### src/rtl/iob_parking_sensor.sv
// Parking-spot sensor front end: per-bit synchroniser and debouncer, occupancy,
// entry/exit counters and a maskable change interrupt behind an IOb native bus.
module iob_parking_sensor #(
  parameter int N_SENSORS    = 32,
  parameter int CNT_W        = 16,
  parameter int DEBOUNCE_RST = 16,
  parameter int ADDR_W       = 3,
  parameter int DATA_W       = 32
) (
  input  logic                  clk,
  input  logic                  rst,
  input  logic                  valid,
  input  logic [ADDR_W-1:0]     address,
  input  logic [DATA_W-1:0]     wdata,
  input  logic [DATA_W/8-1:0]   wstrb,
  output logic [DATA_W-1:0]     rdata,
  output logic                  ready,
  input  logic [N_SENSORS-1:0]  sensor_in,
  output logic [N_SENSORS-1:0]  sensor_db,
  output logic                  irq
);

  localparam int PC_W = $clog2(N_SENSORS + 1);

  localparam logic [ADDR_W-1:0] A_STATUS   = ADDR_W'(0);
  localparam logic [ADDR_W-1:0] A_OCCUPIED = ADDR_W'(1);
  localparam logic [ADDR_W-1:0] A_CHANGED  = ADDR_W'(2);
  localparam logic [ADDR_W-1:0] A_MASK     = ADDR_W'(3);
  localparam logic [ADDR_W-1:0] A_DEBOUNCE = ADDR_W'(4);
  localparam logic [ADDR_W-1:0] A_ENTRIES  = ADDR_W'(5);
  localparam logic [ADDR_W-1:0] A_EXITS    = ADDR_W'(6);

  function automatic logic [PC_W-1:0] popcount(input logic [N_SENSORS-1:0] v);
    logic [PC_W-1:0] c;
    c = '0;
    for (int i = 0; i < N_SENSORS; i++) c = c + PC_W'(v[i]);
    return c;
  endfunction

  function automatic logic [DATA_W-1:0] sat_add(input logic [DATA_W-1:0] a,
                                                input logic [PC_W-1:0]   b);
    logic [DATA_W:0] sum;
    sum = {1'b0, a} + (DATA_W+1)'(b);
    return sum[DATA_W] ? '1 : sum[DATA_W-1:0];
  endfunction

  logic [N_SENSORS-1:0] sync1, s, db, db_next, rise, fall;
  logic [N_SENSORS-1:0] changed, mask, w1c;
  logic [CNT_W-1:0]     cnt      [N_SENSORS];
  logic [CNT_W-1:0]     cnt_next [N_SENSORS];
  logic [CNT_W-1:0]     dbnc;
  logic [DATA_W-1:0]    entries, exits, rd_val;
  logic [PC_W-1:0]      pop_rise, pop_fall;
  logic                 wr;

  // A disagreeing sample advances the count; the (D+1)th consecutive one flips db.
  always_comb begin
    for (int i = 0; i < N_SENSORS; i++) begin
      db_next[i]  = db[i];
      cnt_next[i] = cnt[i] + CNT_W'(1);
      if (s[i] == db[i]) begin
        cnt_next[i] = '0;
      end else if (cnt[i] == dbnc) begin
        db_next[i]  = s[i];
        cnt_next[i] = '0;
      end
    end
  end

  always_comb begin
    rise     = db_next & ~db;
    fall     = ~db_next & db;
    pop_rise = popcount(rise);
    pop_fall = popcount(fall);
    wr       = valid & (|wstrb);
    w1c      = (wr && address == A_CHANGED) ? wdata[N_SENSORS-1:0] : '0;
  end

  always_comb begin
    rd_val = '0;
    case (address)
      A_STATUS:   rd_val[N_SENSORS-1:0] = db;
      A_OCCUPIED: rd_val[PC_W-1:0]      = popcount(db);
      A_CHANGED:  rd_val[N_SENSORS-1:0] = changed;
      A_MASK:     rd_val[N_SENSORS-1:0] = mask;
      A_DEBOUNCE: rd_val[CNT_W-1:0]     = dbnc;
      A_ENTRIES:  rd_val                = entries;
      A_EXITS:    rd_val                = exits;
      default:    rd_val                = '0;
    endcase
  end

  // Bus handshake: a request is a single-cycle valid; ready pulses for exactly one
  // cycle on the following cycle, with rdata holding the value sampled at the
  // valid edge (0 for writes and whenever ready is low). Requests may be back-to-back.
  always_ff @(posedge clk) begin
    if (rst) begin
      sync1     <= '0;
      s         <= '0;
      db        <= '0;
      changed   <= '0;
      mask      <= '0;
      entries   <= '0;
      exits     <= '0;
      dbnc      <= CNT_W'(DEBOUNCE_RST);
      ready     <= 1'b0;
      rdata     <= '0;
      for (int i = 0; i < N_SENSORS; i++) cnt[i] <= '0;
    end else begin
      sync1   <= sensor_in;
      s       <= sync1;
      db      <= db_next;
      for (int i = 0; i < N_SENSORS; i++) cnt[i] <= cnt_next[i];
      // Edges are OR-ed in after the clear so a simultaneous set wins.
      changed <= (changed & ~w1c) | rise | fall;
      if (wr && address == A_MASK)     mask <= wdata[N_SENSORS-1:0];
      if (wr && address == A_DEBOUNCE) dbnc <= wdata[CNT_W-1:0];
      entries <= (wr && address == A_ENTRIES) ? DATA_W'(pop_rise) : sat_add(entries, pop_rise);
      exits   <= (wr && address == A_EXITS)   ? DATA_W'(pop_fall) : sat_add(exits, pop_fall);
      ready   <= valid;
      rdata   <= (valid && !wr) ? rd_val : '0;
    end
  end

  assign sensor_db = db;
  assign irq       = |(changed & mask);

endmodule
### config.mk
export PLATFORM = sky130hd
export DESIGN_NAME = iob_parking_sensor
export DESIGN_NICKNAME = d
export VERILOG_FILES = /design/src/rtl/iob_parking_sensor.sv
export SDC_FILE = /design/constraint.sdc
export NUM_CORES = 2
export LEC_CHECK = 0
export BUFFER_PORTS_ARGS = -buffer_cell sky130_fd_sc_hd__buf_4
export CAP_MARGIN = 40
export CORE_MARGIN = 1.5
export CORE_UTILIZATION = 45
export CTS_CLUSTER_DIAMETER = 200
export CTS_CLUSTER_SIZE = 30
export DETAILED_ROUTE_END_ITERATION = 6
export HOLD_SLACK_MARGIN = 0.05
export PLACE_DENSITY = 0.66
export SLEW_MARGIN = 20
export SYNTH_ARGS = -nofsm -noshare
export SYNTH_HDL_FRONTEND = slang
export SYNTH_SLANG_ARGS = --single-unit
### constraint.sdc
create_clock -name clk -period 15.4 [get_ports clk]
set_input_delay 0.77 -clock clk [delete_from_list [all_inputs] [get_ports clk]]
set_output_delay 0.77 -clock clk [all_outputs]
set_load 0.05 [all_outputs]
# After elaboration in Yosys (flattened, before gate mapping)
# Memory sizes are Yosys's and may differ from the RTL's.
# Cells that the tools add are included.
op_classes:
  n_eq_ne: 70
  bitwise_logic: 43
  addsub: 127
  mux: 171
  reduce_logical: 13
ops:
  columns: ["cell", "n"]
  rows:
  - ["16-bit two-way mux", 96]
  - ["16-bit by 1-bit adder with 16-bit output, second input constant", 32]
  - ["16-bit equality test", 32]
  - ["6-bit by 1-bit adder with 6-bit output", 78]
  - ["32-bit bitwise AND", 4]
  - ["32-bit two-way mux", 3]
  - ["32-bit inverter", 3]
  - ["16-bit case mux with 5 select lines", 1]
  - ["1-bit two-way mux", 67]
  - ["32-bit by 6-bit adder with 33-bit output", 2]
  - ["32-bit OR", 2]
  - ["10-bit case mux with 6 select lines", 1]
  - ["6-bit case mux with 7 select lines", 1]
  - ["1-bit equality test", 32]
  - ["1-bit OR", 32]
  - ["32-bit OR reduction", 1]
  - ["5-bit by 1-bit adder with 6-bit output", 3]
  - ["4-bit by 1-bit adder with 5-bit output", 3]
  - ["3-bit by 1-bit adder with 4-bit output", 3]
  - ["6-bit two-way mux", 2]
  - ["2-bit by 1-bit adder with 3-bit output", 3]
  - ["3-bit equality test, second input constant", 3]
  - ["1-bit by 1-bit adder with 2-bit output", 3]
  - ["3-bit by 2-bit equality test with 1-bit output, second input constant", 2]
  - ["8 further kinds", 15]
word_totals:
  ff_bits: 273
  elab_cells: 437
  mem_bits_rw: 512
  memories: 1
  output_inout_bits: 66
  input_bits: 74
memory_table:
  columns: ["name", "depth", "width", "read_ports", "rd_ports_with_merged_regs", "wr", "line_no", "text"]
  rows:
  - ["cnt", 32, 16, 32, 0, 32, "49", "logic [CNT_W-1:0] cnt [N_SENSORS];"]

# Longest topological paths before layout
depth:
  ltp_word: 39
  depth_mapped: 29
  ltp_nobuf: 25

# Worst setup path after synthesis
# Ideal clock, no wire load.
synth_timing:
  path_kind: "register to register"
  start: "reg dbnc[5]"
  end: "reg exits[31]"
  period_less_slack_ns: 7.445
  n_path_buf: 4
  path_stages_with_launch: 30
  setup_time_ns: 0.127
  setup_slack_ns: 7.955
  required_ns: 15.273
  arrival_time_ns: 7.319
  path_cell_list: "dfxtp_1 buf_2 buf_2 buf_2 xor2_1 nor4_1 nand4_1 nor2_1 fa_1 fa_1 inv_1 fa_1 fa_1 fa_1 fa_1 inv_1 ha_1 inv_1 fa_1 inv_1 a21o_1 a21oi_1 xnor2_1 ha_1 a221oi_1 o21ai_1 and3_1 clkbuf_1 nor4b_1 nor3b_1"
synth_between:
  elab_chain_len: 38
  elab_cells_between_ends: 131
  classes_between: "add/sub: 32; eq/ne: 32; mux: 65; bitwise: 2"
synth_lines:
  columns: ["item", "line_no", "text"]
  rows:
  - ["start, declared", "51", "logic [CNT_W-1:0] dbnc;"]
  - ["start signal, assigned", "105", "dbnc <= CNT_W'(DEBOUNCE_RST);"]
  - ["start signal, assigned", "117", "if (wr && address == A_DEBOUNCE) dbnc <= wdata[CNT_W-1:0];"]
  - ["16-bit equality test", "63", "end else if (cnt[i] == dbnc) begin"]
  - ["1-bit two-way mux", "63", null]
  - ["1-bit two-way mux", "61", "if (s[i] == db[i]) begin"]
  - ["32-bit inverter (*)", "72", "fall = ~db_next & db;"]
  - ["32-bit bitwise AND (*)", "72", null]
  - ["1-bit by 1-bit adder with 2-bit output", "36", "for (int i = 0; i < N_SENSORS; i++) c = c + PC_W'(v[i]);"]
  - ["2-bit by 1-bit adder with 3-bit output", "36", null]
  - ["3-bit by 1-bit adder with 4-bit output", "36", null]
  - ["4-bit by 1-bit adder with 5-bit output", "36", null]
  - ["5-bit by 1-bit adder with 6-bit output", "36", null]
  - ["6-bit by 1-bit adder with 6-bit output (25 in series)", "36", null]
  - ["6-bit by 1-bit adder with 6-bit output (*)", "36", null]
  - ["32-bit by 6-bit adder with 33-bit output (*)", "43", "sum = {1'b0, a} + (DATA_W+1)'(b);"]
  - ["32-bit two-way mux (*)", "44", "return sum[DATA_W] ? '1 : sum[DATA_W-1:0];"]
  - ["end signal, assigned", "119", "exits <= (wr && address == A_EXITS) ? DATA_W'(pop_fall) : sat_add(exits, pop_fall);"]
  - ["end, declared", "52", "logic [DATA_W-1:0] entries, exits, rd_val;"]
# Mark *: on every way between the ends. The rest lies on a longest branch, timed or not.
# A chain may end at the register's enable or synchronous reset.

# Final worst setup path
layout_timing:
  start: "reg dbnc[8]"
  end: "reg entries[1]"
layout_between:
  elab_chain_len: 38
  elab_cells_between_ends: 131
  classes_between: "add/sub: 32; eq/ne: 32; mux: 66; bitwise: 1"
layout_lines:
  columns: ["item", "line_no", "text"]
  rows:
  - ["16-bit equality test", "63", null]
  - ["1-bit two-way mux", "63", null]
  - ["1-bit two-way mux", "61", null]
  - ["32-bit bitwise AND (*)", "71", "rise = db_next & ~db;"]
  - ["1-bit by 1-bit adder with 2-bit output", "36", null]
  - ["2-bit by 1-bit adder with 3-bit output", "36", null]
  - ["3-bit by 1-bit adder with 4-bit output", "36", null]
  - ["4-bit by 1-bit adder with 5-bit output", "36", null]
  - ["5-bit by 1-bit adder with 6-bit output", "36", null]
  - ["6-bit by 1-bit adder with 6-bit output (25 in series)", "36", null]
  - ["6-bit by 1-bit adder with 6-bit output (*)", "36", null]
  - ["32-bit by 6-bit adder with 33-bit output", "43", null]
  - ["32-bit two-way mux", "44", null]
  - ["6-bit two-way mux (*)", "118", "entries <= (wr && address == A_ENTRIES) ? DATA_W'(pop_rise) : sat_add(entries, pop_rise);"]
  - ["end signal, assigned", "118", null]
  - ["end, declared", "52", null]
# Marked as above.

==> impl_results.md <==
- CTS sink cnt: between 700 and 800
- R2R cell count: 22
- Std cell rows: 110
- Critical path startpoint category: flop
- Arrival @ worst endpoint: ~9.6 ns
- Port buffer count: 139
- Via-to-Cell Ratio: between 5 and 6
- Mean post-synth cell area: roughly 8.8 um^2
- Synth warn: 0
- Ys flop type: dfxtp_1
- Fin. max-slew vios: 0
- Multi-input logic area: between 0.02 and 0.025 mm^2
- Final Hold Violating Endpoints: 0
- HPWL Detailed: just over 80,000 um
- Number of cells on the critical path: 22
- Power Dens Cells: 74.59 mW/mm^2
- Initial drt markers: 3,145
- Final setup vio count: 0
- Post-synth EDFFs: 0
- Crit path kind: flop to flop
- GR met2 Demand/Resource: 38.86%
- Most common cell after layout, fill and taps aside: dfxtp_1
- Top cell type's share of synthesized area: 38.50%
- Cell Area, Synth: around 0.04 mm^2
- Crit path max-delay family: adder cells
- Cts repair resizes: 0
- Net count after synthesis: 4,852
- Clock buffer depth: 3
- Unique cell type count in the Yosys netlist: slightly above 60
- Clock Root Buffer: clkbuf_16
- Dpl cell area: between 0.04 and 0.05 mm^2
- Clock skew: 0.07017 ns
- RSZ-0062 raised after global routing: false
- Hold Path Class: input port to flop
- WL final: roughly 120,000 um
- Critical path, cell by cell: buf_4 > xnor2_1 > nand4_1 > nor4_2 > nand3b_1 > fa_1 > fa_1 > fa_1 > fa_1 > fa_1 > fa_1 > inv_1 > ha_1 > a21o_1 > a21oi_1 > o21ai_0 > ha_1 > o211a_1 > nand4_1 > or4_1 > buf_8 > a221oi_1
- RePlAce Congestion: a little under 1
- Seq/Total Area, Yosys: approximately two fifths
- Share of cells above drive strength 1: 5.757%
- Worst-Skew Late Latency: 0.70 ns
- CP max stage cell: or4_1
- Crit path time final: roughly 9.0 ns
- Flop and latch count out of synthesis: a little under 800
- Fmax: 111.0 MHz
- CTS tree: done
- Global routing met1 resource utilization: around 34%
- Fillers: around 8,700
- Sequential cell area: 0.01578 mm^2
- Total CTS buffers: 30
- Setup TNS: 0 ns
- Die W: 304.2 um
- Detail Route Antenna Nets: 0
- Gr usage total: ~25%
- Hold Path Cell Cnt: 2
- Commonest cells after routing, fill and taps aside: 769 x dfxtp_1, 697 x nor2_1, 598 x xnor2_1
- Worst path required time: roughly 16 ns
- Met3 usage: approximately 3%
- Tightest Pin Transition: a little over 0.9 ns
- I/O pins: 140
- Remaining routing DRC violations: 0
- Leakage: about 15 nW
- P&R area growth vs syn: 7.135%
- CTS HTree Levels: 1
- Fin Hold WS: about 0.28 ns
- Status: completed
- Die Y: 304.2 um
- Post-route cell area: roughly 0.044 mm^2
- Die ar.: about 0.093 mm^2
- Overflow after GRT: 0
- Synth Instances: about 4,600
- Worst-path fanout max: 20
- Nets@finish: slightly below 5,000
- # hold bufs at CTS: 0
- Peak VDD IR: between 0.1 and 0.15 mV
- Buf/Inv on CP: 3
- Slew headroom: roughly 38%
- Top Usage Layer GRT: met2
- Crit. End Element: flop
- Largest net degree at the start of global routing: 64
- Yosys top cell by area: dfxtp_1
- Fin crit share: about three fifths
- CP dominant cell by count: fa_1
- Worst-path clk slew: ~0.12 ns
- Vias in the first global route: just over 30,000
- Max-cap viol count: 0
- Area contributors post-synth: dfxtp_1 38%, xnor2_1 13%, xor2_1 9.5%
- Routed len/inst: about 20 um
- Post-synth ARST share: 0%
- First-pass GRT wire length: roughly 180,000 um
- Drt pass-1 iters: 6
- Core footprint: about 0.09 mm^2
- Slowest stage delay, CP: 0.95 ns
- Initial core utilization: a little under half
- Total number of vias: 32,122
- Setup bufs post-CTS: 0
- Initial antenna violation count: 6
==> cell usage after synthesis (all sizes together) (4+ instances only) <==
cell type,n
nor3b,10
a31oi,27
fa,74
xnor2,598
o21ai,31
a22oi,62
nor4,94
nor4b,6
buf,111
nand3,231
clkbuf,103
or2,4
nand2,322
ha,65
nor2b,72
xor2,441
a22o,5
a221oi,9
a311oi,4
inv,156
or3,6
and2,15
a32o,20
o211ai,5
mux2i,50
nor3,78
and4,47
nor2,697
and3,77
nand3b,31
a211oi,8
dfxtp,785
nand4,170
a21oi,146
nand2b,42
or4,5
a21o,11
==> sequential cells by signal, indices dropped and copies added, names as in the netlist <==
name       cells
cnt          512
changed       32
entries       32
exits         32
mask          32
rdata         32
s             32
sensor_db     32
sync1         32
dbnc          16
ready          1
==> report_power, final <==
part	switching, mW	internal [mW]
Combinational	0.115	0.0702
Clock	0.644	0.361
Sequential	0.0275	2.04
Total	0.787	2.48
==> layer usage <==
metal | part of all wire (%) | routed length (um)
met2 | 44 | 51270
met4 | 4.5 | 5251
met1 | 44 | 51190
met3 | 7.3 | 8476
met5 | 0 | 0
==> worst paths after layout <==
| kind | start | slack, ns | to |
|---|---|---|---|
| max | dbnc[8] | 6.39 | entries[1] |
| min reg2reg | sync1[5] | 0.45 | s[5] |
| min | sensor_in[27] | 0.28 | sync1[27] |
| max reg2reg | dbnc[8] | 6.39 | entries[1] |
==> layout make-up <==
cell class,instances,area share [%]
Multi-Input combinational cell,3484,53.60
Sequential cell,785,36.07
Timing Repair Buffer,193,3.759
Tap cell,1176,3.364
Clock buffer,35,1.759
Inverter,156,1.339
Clock inverter,2,0.1059
Antenna cell,1,0.005722
==> kinds of logic (layout without fill, tap and decap cells) <==
group | after synthesis | after routing | synth area share, %
buffers and inverters | 370 | 386 | 4.119
adder cells (fa/ha/maj) | 139 | 139 | 5.621
flip-flops | 785 | 785 | 38.50
other | 0 | 1 | 0
AND/OR/NAND/NOR | 1910 | 1910 | 22.80
AO/OA/AOI/OAI | 344 | 344 | 5.394
multiplexers | 52 | 52 | 1.281
XOR/XNOR | 1039 | 1039 | 22.29
==> through the flow <==
step	power (mW)	std cells	util (%)	setup WS (ns)
2_1_floorplan	2.226	4639	-	7.955
3_3_place_gp	2.293	5779	47.34	6.400
3_5_place_dp	2.297	5790	47.60	6.499
4_1_cts	3.284	5827	48.51	6.415
5_1_grt	3.371	5831	48.59	5.901
6_report	3.262	5832	48.59	6.388
==> worst reg2reg max path: cells and delay by family, from the launching register on <==
kind | cells | cell delay, ns
adders and majority gates | 8 | 3.79
AOI/OAI and AO/OA | 5 | 1.08
DFF | 1 | 0.68
and+or+nand+nor | 5 | 2.36
buffers and inverters | 3 | 0.82
xor gates and xnor gates | 1 | 0.20
Note: power is estimated with default switching activity, not from simulation.
